**src/rtl/ram_stream_reader_pkg.sv**
```systemverilog
// Shared definitions for the RAM stream reader: FSM state encoding and length-width helpers.
package ram_stream_reader_pkg;

  typedef enum logic [1:0] {
    ST_IDLE  = 2'd0,
    ST_RUN   = 2'd1,
    ST_DRAIN = 2'd2
  } rsr_state_e;

  localparam int ADDR_WIDTH_DEF = 9;
  localparam int LEN_WIDTH      = ADDR_WIDTH_DEF + 1;

  // A burst may cover the whole RAM, so the length needs one bit more than an address.
  function automatic int len_width(input int aw);
    return aw + 1;
  endfunction

endpackage

```
**src/rtl/ram_stream_reader_fifo2_skid.sv**
```systemverilog
// Two-entry FIFO holding captured RAM words with their last tag; absorbs one cycle
// of read latency so the reader never loses a word under backpressure.
module fifo2_skid #(
  parameter int W = 65
) (
  input  logic         clk_i,
  input  logic         rst_ni,
  input  logic         push_i,
  input  logic [W-1:0] data_i,
  input  logic         pop_i,
  output logic [W-1:0] data_o,
  output logic         full_o,
  output logic         empty_o
);

  logic [W-1:0] mem_q [2];
  logic         wr_ptr_q;
  logic         rd_ptr_q;
  logic [1:0]   count_q;
  logic         do_push_s;
  logic         do_pop_s;

  assign do_pop_s  = pop_i && (count_q != 2'd0);
  assign do_push_s = push_i && ((count_q != 2'd2) || do_pop_s);

  // Storage, pointers and occupancy; entries are zeroed on reset so the head reads 0.
  always_ff @(posedge clk_i) begin
    if (!rst_ni) begin
      mem_q[0] <= '0;
      mem_q[1] <= '0;
      wr_ptr_q <= 1'b0;
      rd_ptr_q <= 1'b0;
      count_q  <= 2'd0;
    end else begin
      if (do_push_s) begin
        mem_q[wr_ptr_q] <= data_i;
        wr_ptr_q        <= ~wr_ptr_q;
      end
      if (do_pop_s) begin
        rd_ptr_q <= ~rd_ptr_q;
      end
      case ({do_push_s, do_pop_s})
        2'b10:   count_q <= count_q + 2'd1;
        2'b01:   count_q <= count_q - 2'd1;
        default: count_q <= count_q;
      endcase
    end
  end

  assign data_o  = mem_q[rd_ptr_q];
  assign full_o  = (count_q == 2'd2);
  assign empty_o = (count_q == 2'd0);

endmodule

```
**src/rtl/ram_stream_reader.sv**
```systemverilog
// Burst reader for a one-cycle-latency block RAM: issues sequential reads with wrap-around
// and presents the words as a valid/ready stream with a last marker.
module ram_stream_reader
  import ram_stream_reader_pkg::*;
#(
  parameter int WIDTH      = 64,
  parameter int DEPTH      = 512,
  parameter int ADDR_WIDTH = ADDR_WIDTH_DEF
) (
  input  logic                                clk_i,
  input  logic                                rst_ni,
  input  logic                                cmd_valid_i,
  output logic                                cmd_ready_o,
  input  logic [ADDR_WIDTH-1:0]               cmd_addr_i,
  input  logic [len_width(ADDR_WIDTH)-1:0]    cmd_len_i,
  output logic [ADDR_WIDTH-1:0]               rd_addr_o,
  input  logic [WIDTH-1:0]                    rd_data_i,
  output logic                                out_valid_o,
  input  logic                                out_ready_i,
  output logic [WIDTH-1:0]                    out_data_o,
  output logic                                out_last_o,
  output logic                                busy_o,
  output logic                                done_o
);

  localparam int LW = len_width(ADDR_WIDTH);
  localparam logic [ADDR_WIDTH-1:0] ADDR_LAST = ADDR_WIDTH'(DEPTH - 1);
  localparam logic [ADDR_WIDTH-1:0] ADDR_ONE  = ADDR_WIDTH'(1);
  localparam logic [LW-1:0]         LEN_ZERO  = LW'(0);
  localparam logic [LW-1:0]         LEN_ONE   = LW'(1);

  rsr_state_e            state_q, state_d;
  logic [ADDR_WIDTH-1:0] next_addr_q, next_addr_d;
  logic [LW-1:0]         remaining_q, remaining_d;
  logic                  inflight_q, inflight_d;
  logic                  infl_last_q, infl_last_d;
  logic                  done_q, done_d;

  logic                  fifo_full_s, fifo_empty_s, pop_s, room_s;
  logic [1:0]            occ_s;
  logic [WIDTH:0]        fifo_head_s;

  function automatic logic [ADDR_WIDTH-1:0] wrap_inc(input logic [ADDR_WIDTH-1:0] a);
    return (a == ADDR_LAST) ? '0 : a + ADDR_ONE;
  endfunction

  assign pop_s = !fifo_empty_s && out_ready_i;
  assign occ_s = fifo_full_s ? 2'd2 : (fifo_empty_s ? 2'd0 : 2'd1);
  // Issue only if the word still fits once the pending read and this cycle's pop settle.
  assign room_s = ({1'b0, occ_s} + {2'b00, inflight_q}) < (3'd2 + {2'b00, pop_s});

  // Next-state and datapath decisions for the burst FSM.
  always_comb begin
    state_d     = state_q;
    next_addr_d = next_addr_q;
    remaining_d = remaining_q;
    inflight_d  = 1'b0;
    infl_last_d = 1'b0;
    done_d      = 1'b0;
    case (state_q)
      ST_IDLE: begin
        if (cmd_valid_i) begin
          next_addr_d = cmd_addr_i;
          remaining_d = cmd_len_i;
          if (cmd_len_i == LEN_ZERO) begin
            done_d = 1'b1;
          end else begin
            state_d = ST_RUN;
          end
        end else begin
          state_d = ST_IDLE;
        end
      end
      ST_RUN: begin
        if (room_s) begin
          inflight_d  = 1'b1;
          infl_last_d = (remaining_q == LEN_ONE);
          remaining_d = remaining_q - LEN_ONE;
          if (remaining_q == LEN_ONE) begin
            state_d = ST_DRAIN;
          end else begin
            next_addr_d = wrap_inc(next_addr_q);
          end
        end else begin
          state_d = ST_RUN;
        end
      end
      ST_DRAIN: begin
        // Leave as the final word is consumed so cmd_ready returns together with done.
        if (!inflight_q && (fifo_empty_s || (pop_s && !fifo_full_s))) begin
          state_d = ST_IDLE;
          done_d  = 1'b1;
        end else begin
          state_d = ST_DRAIN;
        end
      end
      default: state_d = ST_IDLE;
    endcase
  end

  // Burst state registers.
  always_ff @(posedge clk_i) begin
    if (!rst_ni) begin
      state_q     <= ST_IDLE;
      next_addr_q <= '0;
      remaining_q <= '0;
      inflight_q  <= 1'b0;
      infl_last_q <= 1'b0;
      done_q      <= 1'b0;
    end else begin
      state_q     <= state_d;
      next_addr_q <= next_addr_d;
      remaining_q <= remaining_d;
      inflight_q  <= inflight_d;
      infl_last_q <= infl_last_d;
      done_q      <= done_d;
    end
  end

  fifo2_skid #(
    .W(WIDTH + 1)
  ) u_fifo (
    .clk_i   (clk_i),
    .rst_ni  (rst_ni),
    .push_i  (inflight_q),
    .data_i  ({infl_last_q, rd_data_i}),
    .pop_i   (pop_s),
    .data_o  (fifo_head_s),
    .full_o  (fifo_full_s),
    .empty_o (fifo_empty_s)
  );

  assign rd_addr_o   = next_addr_q;
  assign cmd_ready_o = (state_q == ST_IDLE);
  assign busy_o      = (state_q != ST_IDLE);
  assign done_o      = done_q;
  assign out_valid_o = !fifo_empty_s;
  assign out_data_o  = fifo_head_s[WIDTH-1:0];
  assign out_last_o  = fifo_head_s[WIDTH];

endmodule

```
**config.mk**
```make
export PLATFORM = sky130hd
export DESIGN_NAME = ram_stream_reader
export DESIGN_NICKNAME = d
export VERILOG_FILES = /design/src/rtl/ram_stream_reader_pkg.sv /design/src/rtl/ram_stream_reader_fifo2_skid.sv /design/src/rtl/ram_stream_reader.sv
export SDC_FILE = /design/constraint.sdc
export NUM_CORES = 1
export LEC_CHECK = 0
export ABC_AREA = 1
export BUFFER_PORTS_ARGS = -buffer_cell sky130_fd_sc_hd__buf_2
export CAP_MARGIN = 20
export CORE_MARGIN = 5
export CORE_UTILIZATION = 50
export CTS_CLUSTER_DIAMETER = 50
export CTS_CLUSTER_SIZE = 40
export DETAILED_ROUTE_END_ITERATION = 8
export GPL_TIMING_DRIVEN = 0
export PLACE_DENSITY = 0.74
export SYNTH_ARGS = -nofsm -noshare
export SYNTH_HDL_FRONTEND = slang
export SYNTH_SLANG_ARGS = --single-unit
export TNS_END_PERCENT = 30
```
**constraint.sdc**
```tcl
create_clock -name clk_i -period 3.7 [get_ports clk_i]
set_input_delay 0.185 -clock clk_i [delete_from_list [all_inputs] [get_ports clk_i]]
set_output_delay 0.185 -clock clk_i [all_outputs]
set_load 0.05 [all_outputs]
```
### Word level (Yosys, flattened, before mapping)

Memories as Yosys holds them, arrays and structs flattened. A register that Yosys moved wholly into a read port is not among the register bits.
Index checks and enable logic that the tools add are counted.

* register bits: 28
* memory bits (writable): 130
* output and inout port bits: 78
* memories: 1
* input bits: 87

Memory list
* u_fifo.mem_q: depth 2, width 65, read ports 1, clocked after memory_dff 1, write ports 2, RTL line ram_stream_reader_fifo2_skid.sv:16 `logic [W-1:0] mem_q [2];`

* magnitude comparators: 1
* add/subtract/negate cells: 6
* multiplexer cells: 31
* eq/ne operators: 13
* reductions and logical operators: 23
* bitwise logic cells: 2

Operators with widths (count)
* 65-bit two-way mux: 1
* 65-bit OR reduction: 1
* 9-bit two-way mux: 4
* 10-bit two-way mux: 2
* 10-bit one-hot mux with 2 select lines: 1
* 9-bit one-hot mux with 2 select lines: 1
* 1-bit two-way mux: 13
* 2-bit two-way mux: 6
* 10-bit by 1-bit == test with 1-bit output (second input constant): 1
* 10-bit zero test: 1
* 10-bit by 1-bit subtractor with 10-bit output (second input constant): 1
* 9-bit by 1-bit adder with 9-bit output (second input constant): 1
* 9-bit == test (second input constant): 1
* 2-bit inequality test (second input constant): 4
* 2-bit nonzero test: 4
* 2-bit == test (second input constant): 3
* 3-bit inequality test (second input constant): 2
* 2-bit one-hot mux with 3 select lines: 1
* 3-bit AND reduction: 2
* 1-bit logical AND: 5
* 2-bit by 1-bit == test with 1-bit output (second input constant): 2
* 2-bit zero test: 2
* 2-bit one-hot mux with 2 select lines: 1
* 2-bit AND reduction: 2
* 10 further kinds: 14

### Depth between registers and ports, before layout

Gate-level depths: netlist (run 1).

* depth after elaboration: 11
* mapped depth: 13
* mapped depth without buffers: 13

### By module

From an unflattened synthesis (run 1), not the netlist that was laid out.

* cell total of the unflattened synthesis: 729
* area, all modules: 7638.6 µm²

Modules (own cells, without submodules)
* fifo2_skid: cells an instance 452, times used 1, area an instance 5980.7 µm²
* ram_stream_reader: cells an instance 277, times used 1, area an instance 1657.8 µm²

### Least setup slack after synthesis (run 1)

OpenSTA, ideal clock, no wires.

* kind: register to register
* start: register u_fifo.count_q[0]
* end: memory u_fifo.mem_q[0][0], enable pin
* slack: 0.793 ns
* setup time: 0.425 ns
* cell stages (with the launch flop): 9
* data arrival time: 2.483 ns
* path through: dfxtp_1 > inv_2 > nand2_4 > o21ai_4 > nor2_4 > nand2_4 > buf_8 > buf_6 > nand2_1

RTL lines
* from (decl): RTL line ram_stream_reader_fifo2_skid.sv:19 `logic [1:0] count_q;`
* from (signal assigned): RTL line ram_stream_reader_fifo2_skid.sv:43 `2'b10: count_q <= count_q + 2'd1;`
* from (signal assigned): RTL line ram_stream_reader_fifo2_skid.sv:44 `2'b01: count_q <= count_q - 2'd1;`
* from (signal assigned): RTL line ram_stream_reader_fifo2_skid.sv:45 `default: count_q <= count_q;`
* to (decl): RTL line ram_stream_reader_fifo2_skid.sv:16

==> flow_summary_export.csv, run 1 <==
group,metric,value,unit
cts,cts_tree,"yes",
cts,cts_hold_buf,0,
power,p_leak,0.004435,uW
cells_and_area,drive_gt1_share,40.74,%
cells_and_area,multi_input_area,2863,um2
floorplan,dieArea,18690,um2
hold_path,whs_path_depth,3,
outcome,outcome,"finished, final reports clean",
setup_path,cpPeakStageDelay,0.65,ns
synth,yosysUniqueCellTypes,32,
routing,wl,16090,um
place,placedCellCount,1107,
floorplan,die_w,136.7,um
floorplan,core,15830,um2
cells_and_area,regArea,4484,um2
setup_path,worstPathMaxFanout,65,
cts,cts_max_path_buffers,2,
sta,setup_tns,0,ns
setup_path,worstPathArrival,2.34,ns
cts,cts_htree_levels,4,
sta,max_slew_margin,38.25,%
global_route,globalRouteMet3Util,4.853,%
place,dp_hpwl,11340,um
cells_and_area,fillers,1338,
sta,setup_viol,0,
setup_path,worst_setup_path_start_kind,"flop",
global_route,gr-max-usage-layer,"met2",
cts,cts-root-buf,"clkbuf_16",
floorplan,die_h,136.7,um
routing,wl_per_cell,14.13,um
cells_and_area,final_area,9803,um2
floorplan,io_pins,165,
sta,rsz0062_at_grt,"false",
cts,clock_latency,0.41,ns
synth,yosys-top-cells-area,"edfxtp_1 (49%), mux2_2 (9.1%), nor2_4 (8.7%), dfxtp_1 (7.2%), nor2_1 (5.4%)",
sta,final_max_slew_viol_count,0,
routing,drc,0,
cells_and_area,final_common_cell,"buf_2",
hold_path,hold_path.class,"primary input to flop",
global_route,gr-usage-all-layers,17.90,%
sta,timing.final.crit_share,62.39,%
floorplan,initial_core_util,50.73,%
sta,clock.fmax,433.2,MHz
global_route,met2_usage,29.76,%
floorplan,fp-row-count,46,
setup_path,r2r_cells,8,
global_route,antenna_found_initial,1,
setup_path,crit_chain,"inv_2 -> nand2_4 -> o21ai_4 -> nor2_4 -> nand2_4 -> buf_12 -> buf_12 -> nand2_4",
synth,syn_inst,726,
global_route,grt-ovfl-total,0,
cells_and_area,final_cells,1139,
routing,vias,5420,
setup_path,required,3.73,ns
synth,ys_seq_area_share,55.85,%
sta,skew,0.008739,ns
synth,yosys_warnings,0,
synth,synth_nets,819,
power,vdd_drop_max,0.3271,mV
place,port_buffers,164,
synth,syn_area,8029,um2
synth,yosysTopAreaCellShare,48.62,%
cts,cts_made_buffers,17,
cts,cts.sinks,159,
global_route,grt_pass1_vias,5371,
setup_path,cp_slowest_cell,"nand2_4",
global_route,grt_max_degree,66,
sta,final_hold_viol_count,0,
setup_path,cp-end-kind,"flop",
sta,min_period,2.308,ns
setup_path,path_common_cell,"nand2_4",
cts,cts.clk_slew.worst_paths,0.06,ns
global_route,grt_pass1_wl,26010,um
place,place_area,9160,um2
routing,ant_nets,0,
cts,post_cts.repair.setup_buffers,0,
cts,cts_resized,0,
routing,drtIter0Drc,259,
cells_and_area,final_util,61.94,%
synth,synth_top_area_cell,"edfxtp_1",
flow_run,drv_cap,0,
cells_and_area,nNetsFinal,1003,
synth,ys_ff_latch,159,
routing,dr.pass1.iters,5,
setup_path,worst-setup-path-type,"flop to flop",
cells_and_area,syn_to_final_growth,22.10,%
sta,tightestPinTransition,0.9262,ns
global_route,grt_use_met1,23.35,%
place,gp_congestion,0.9052,
cells_and_area,final_cell_mix,"buf_2 (181), edfxtp_1 (130), nor2_1 (116)",
cells_and_area,antenna_cells,0,
routing,post_drt_via_cell_ratio,4.759,
sta,hold_ws,0.09041,ns
power,power.density,591.7,nW/um2
synth,avgSynthCellArea,11.06,um2
## cell usage after synthesis (all sizes together)
library cell	count
a21oi	14
a22o	1
and2	1
buf	28
clkbuf	1
dfxtp	29
edfxtp	130
ha	6
inv	111
mux2	65
nand2	85
nand3	36
nand3b	2
nand4	2
nor2	186
nor3	2
o211ai	1
o21ai	23
xor2	3
## logic make-up after synthesis
family / count (synthesis) / synth area share, %
AO/OA/AOI/OAI: 39 / 2.743
XOR/XNOR: 3 / 0.3273
adder cells (fa/ha/maj): 6 / 0.9350
buffers and inverters: 140 / 8.649
flip-flops: 159 / 55.85
multiplexers: 65 / 9.116
AND/OR/NAND/NOR: 314 / 22.38
## critical path: cells and delay by family (launching register included)
kind,cells,cell delay [ns]
buffers and inverters,3,0.42
AOI/OAI and AO/OA,1,0.09
and+or+nand+nor,4,0.91
DFF,1,0.43
## area by class of cell
type,instances,area share (%)
tap,216,2.757
timing repair buffer,165,8.653
buffer,29,2.833
multi-input combinational,427,29.20
clock inverter,14,2.183
inverter,111,4.250
clock buffer,18,4.378
sequential,159,45.74
## per-layer routing
metal  up-vias  wire length, um
met1      2535             6868
met4         2              137
met3        12              987
li1       2729                -
met5         -               20
met2       142             8078
## report_power, final
part / internal (uW) / total (uW) / switching, uW
logic: 513 / 1740 / 1230
registers: 2090 / 2170 / 83.8
clock network: 1200 / 1890 / 689
## sequential cells by signal, indices dropped and copies added, names as in the netlist, named ones only
| signal | flops |
|---|---|
| rd_addr_o | 9 |
| inflight_q | 1 |
| infl_last_q | 1 |
| done_o | 1 |
| u_fifo.count_q | 2 |
| u_fifo.wr_ptr_q | 1 |
| u_fifo.rd_ptr_q | 1 |
| u_fifo.mem_q | 130 |
| state_q | 2 |
| remaining_q | 10 |
## metrics by stage
| step | setup slack (ns) | power [uW] |
|---|---|---|
| 2_1_floorplan | 0.7926 | 3569 |
| 3_3_place_gp | -0.2850 | 3944 |
| 3_5_place_dp | 1.370 | 3960 |
| 4_1_cts | 1.353 | 5860 |
| 5_1_grt | 1.204 | 6096 |
| 6_report | 1.392 | 5801 |
## worst paths after layout
path,startpoint,to,slack (ns)
worst max-delay path,u_fifo.count_q[0],u_fifo.mem_q[1][7],1.39
worst min-delay path,rd_data_i[16],u_fifo.mem_q[0][16],0.09
worst max register to register,u_fifo.count_q[0],u_fifo.mem_q[1][7],1.39
worst min register to register,u_fifo.rd_ptr_q,u_fifo.rd_ptr_q,0.45
Power figures use the tool's default switching activity.
==> run 2: changes to the inputs <==
--- a/config.mk
+++ b/config.mk
@@ -5,16 +5,16 @@
 export SDC_FILE = /design/constraint.sdc
 export NUM_CORES = 1
 export LEC_CHECK = 0
-export ABC_AREA = 1
+export ABC_AREA = 0
 export BUFFER_PORTS_ARGS = -buffer_cell sky130_fd_sc_hd__buf_2
 export CAP_MARGIN = 20
 export CORE_MARGIN = 5
-export CORE_UTILIZATION = 50
+export CORE_UTILIZATION = 49
 export CTS_CLUSTER_DIAMETER = 50
 export CTS_CLUSTER_SIZE = 40
 export DETAILED_ROUTE_END_ITERATION = 8
 export GPL_TIMING_DRIVEN = 0
-export PLACE_DENSITY = 0.74
+export PLACE_DENSITY = 0.76
 export SYNTH_ARGS = -nofsm -noshare
 export SYNTH_HDL_FRONTEND = slang
 export SYNTH_SLANG_ARGS = --single-unit
==> constraint.sdc (replaced) <==
create_clock -name clk_i -period 2.09 [get_ports clk_i]
set_input_delay 0.1045 -clock clk_i [delete_from_list [all_inputs] [get_ports clk_i]]
set_output_delay 0.1045 -clock clk_i [all_outputs]
set_load 0.05 [all_outputs]
==> flow_summary_export.csv, run 2 <==
group,metric,value,unit
setup_path,worstPathMaxFanout,26,
sta,tightestPinTransition,0.8007,ns
routing,drtIter0Drc,316,
cts,clock_latency,0.41,ns
synth,async_flop_share,0,%
place,placedCellCount,913,
synth,yosysUniqueCellTypes,57,
sta,rsz0062_at_grt,"true",
hold_path,hold_path.class,"primary input to flop",
setup_path,cp_slowest_cell,"o21ai_4",
synth,avgSynthCellArea,12.99,um2
synth,yosysTopAreaCellShare,53.47,%
synth,yosys_warnings,0,
power,p_leak,0.004097,uW
floorplan,initial_core_util,50.04,%
sta,skew,0.006348,ns
cells_and_area,syn_to_final_growth,33.23,%
sta,min_period,2.110,ns
power,power.internal,6542,uW
cells_and_area,largest_register_ffs,130,
cts,cts.clk_slew.worst_paths,0.06,ns
synth,synth_nets,655,
synth,syn_inst,562,
setup_path,required,2.20,ns
sta,clock.fmax,473.9,MHz
power,combPwrFrac,32.8,%
sta,final_max_slew_viol_count,0,
synth,yosys-top-cells-area,"edfxtp_1 (53%), and2_1 (12%), mux2_2 (10%), dfxtp_1 (8.0%), nand2_1 (1.5%)",
cells_and_area,fillers,1073,
cts,cts_made_buffers,17,
power,power_frac_clock,28.5,%
power,vdd_drop_max,0.5850,mV
sta,setup_viol,53,
synth,yosysMostFrequentCell,"and2_1",
routing,drc,0,
sta,final_hold_viol_count,0,
global_route,grt_pass1_wl,27740,um
global_route,grt_pass1_vias,5570,
synth,ys_seq_area_share,61.42,%
place,port_buffers,163,
global_route,grt-ovfl-total,0,
synth,synth_edf_count,130,
cells_and_area,drive_gt1_share,35.35,%
outcome,outcome,"finished with violations",
place,dp_hpwl,11630,um
routing,post_drt_via_cell_ratio,5.207,
routing,wl_per_cell,16.77,um
sta,max_slew_margin,46.42,%
synth,syn_area,7301,um2
setup_path,worst-setup-path-type,"flop to flop",
floorplan,die_h,132.1,um
cells_and_area,final_cell_mix,"buf_2 (167), and2_1 (135), edfxtp_1 (130)",
routing,vias,5259,
cells_and_area,largest-register,"u_fifo.mem_q",
cts,cts-root-buf,"clkbuf_16",
cts,cts_htree_levels,4,
power,p_switching,3432,uW
setup_path,cpPeakStageDelay,0.65,ns
power,power.density,1025,nW/um2
floorplan,io_pins,165,
cells_and_area,final_common_cell,"buf_2",
routing,dr.pass1.iters,4,
global_route,grt_max_degree,27,
sta,worst_slack,-0.02003,ns
synth,synth_top_area_cell,"edfxtp_1",
synth,ys_ff_latch,159,
floorplan,die_w,132.1,um
cts,cts_max_path_buffers,2,
cells_and_area,antenna_cells,0,
setup_path,worst_setup_path_start_kind,"flop",
synth,yosys-top-cells-count,"and2_1 (135), edfxtp_1 (130), mux2_2 (65), dfxtp_1 (29), nand2_1 (29)",
floorplan,dieArea,17440,um2
setup_path,crit_chain,"buf_6 -> nand2b_4 -> o21ai_4 -> o21ai_4 -> buf_16 -> buf_16",
cts,cts_tree,"yes",
place,gp_congestion,0.9035,
setup_path,worstPathArrival,2.22,ns
power,p_sw_share,34.41,%
synth,synth_ff_type,"edfxtp_1",
global_route,gr-usage-all-layers,19.68,%
routing,ant_nets,0,
global_route,antenna_found_initial,0,
flow_run,drv_cap,0,
cells_and_area,final_cells,1010,
floorplan,fp-row-count,44,
setup_path,crit_family,"compound AO/OA/AOI/OAI gates",
cells_and_area,final_util,66.67,%
setup_path,cp-end-kind,"flop",
sta,timing.final.crit_share,101.0,%
outcome,violations,"negative setup slack",
setup_path,crit_buf_inv,3,
cells_and_area,nNetsFinal,909,
routing,wl,16940,um
power,power_frac_seq,38.7,%
cts,cts.sinks,159,
floorplan,core,14590,um2
-- run 2: repair_timing --
action,4_1_cts,5_1_grt
setup endpoints to repair,113,166
hold buffers,65,0
pin swaps,2,1
cloned,0,0
resized for setup,13,10
endpoints found under the hold margin,128,0
buffers inserted,2,1
-- run 2: area by class of cell --
| class | instances | area, um2 | share of cell area (%) |
|---|---|---|---|
| multi-input combinational | 366 | 2686 | 27.62 |
| sequential | 159 | 4488 | 46.14 |
| inverter | 3 | 11.26 | 0.1158 |
| timing repair buffer | 235 | 1599 | 16.44 |
| tap | 184 | 230.2 | 2.367 |
| clock buffer | 19 | 432.9 | 4.451 |
| buffer | 34 | 180.2 | 1.852 |
| clock inverter | 10 | 98.84 | 1.016 |
-- run 2: power groups by stage --
stage	registers (uW)	clock network, uW	logic [uW]
CTS	3860	2900	3280
global placement	3910	0	3050
detailed placement	3920	0	3130
global route	3890	3040	3450
floorplan	3990	0	2320
finish	3860	2850	3270
-- run 2: cells by family after synthesis --
logic type	share of synthesized area [%]
compound gates	6.495
xor+xnor	0.8398
fa+ha+maj	1.028
buf+inv	2.193
flops	61.42
mux	10.03
simple gates	17.99
-- run 2: path summary, 6_finish.rpt --
check / from / to / slack, ns / depth (start not counted)
worst max-delay path: u_fifo.count_q[0] / u_fifo.mem_q[0][3] / -0.02 / 6
worst min-delay path: cmd_addr_i[7] / rd_addr_o[7] / 0.03 / 3
worst max register to register: u_fifo.count_q[0] / u_fifo.mem_q[0][3] / -0.02 / 6
worst min register to register: remaining_q[9] / remaining_q[9] / 0.48 / 2
-- run 2: worst reg2reg max path, delay by kind of cell (launching register included) --
family	cells	cell delay, ns
and+or+nand+nor	1	0.15
buffers and inverters	3	0.58
DFF	1	0.32
AOI/OAI and AO/OA	2	0.75
-- run 2: per-layer routing --
metal / GRT usage, % / share of wire [%] / routed length (um) / vias to the layer above
met3: 4.618 / 6.5 / 1106 / 21
met5: 0 / 0 / 0 / -
met2: 32.57 / 50 / 8529 / 172
met1: 25.73 / 42 / 7044 / 2540
li1: - / - / - / 2526
met4: 6.286 / 1.5 / 258 / 0
-- run 2: metrics by stage --
stage                     instance area (um2)  total power, uW  setup WS [ns]  hold slack, ns  TNS, ns
after floorplan                          7338             6308       -0.06805          0.3027   -8.845
after global placement                   8384             6958        -0.6442          0.3910   -83.12
after detailed placement                 8479             7055        -0.1348          0.3952   -4.364
after CTS                                9712            10040       -0.06577         0.01004   -3.165
after global routing                     9727            10390        -0.1171         0.02208   -6.104
final                                    9727             9974       -0.02003         0.02949  -0.4841
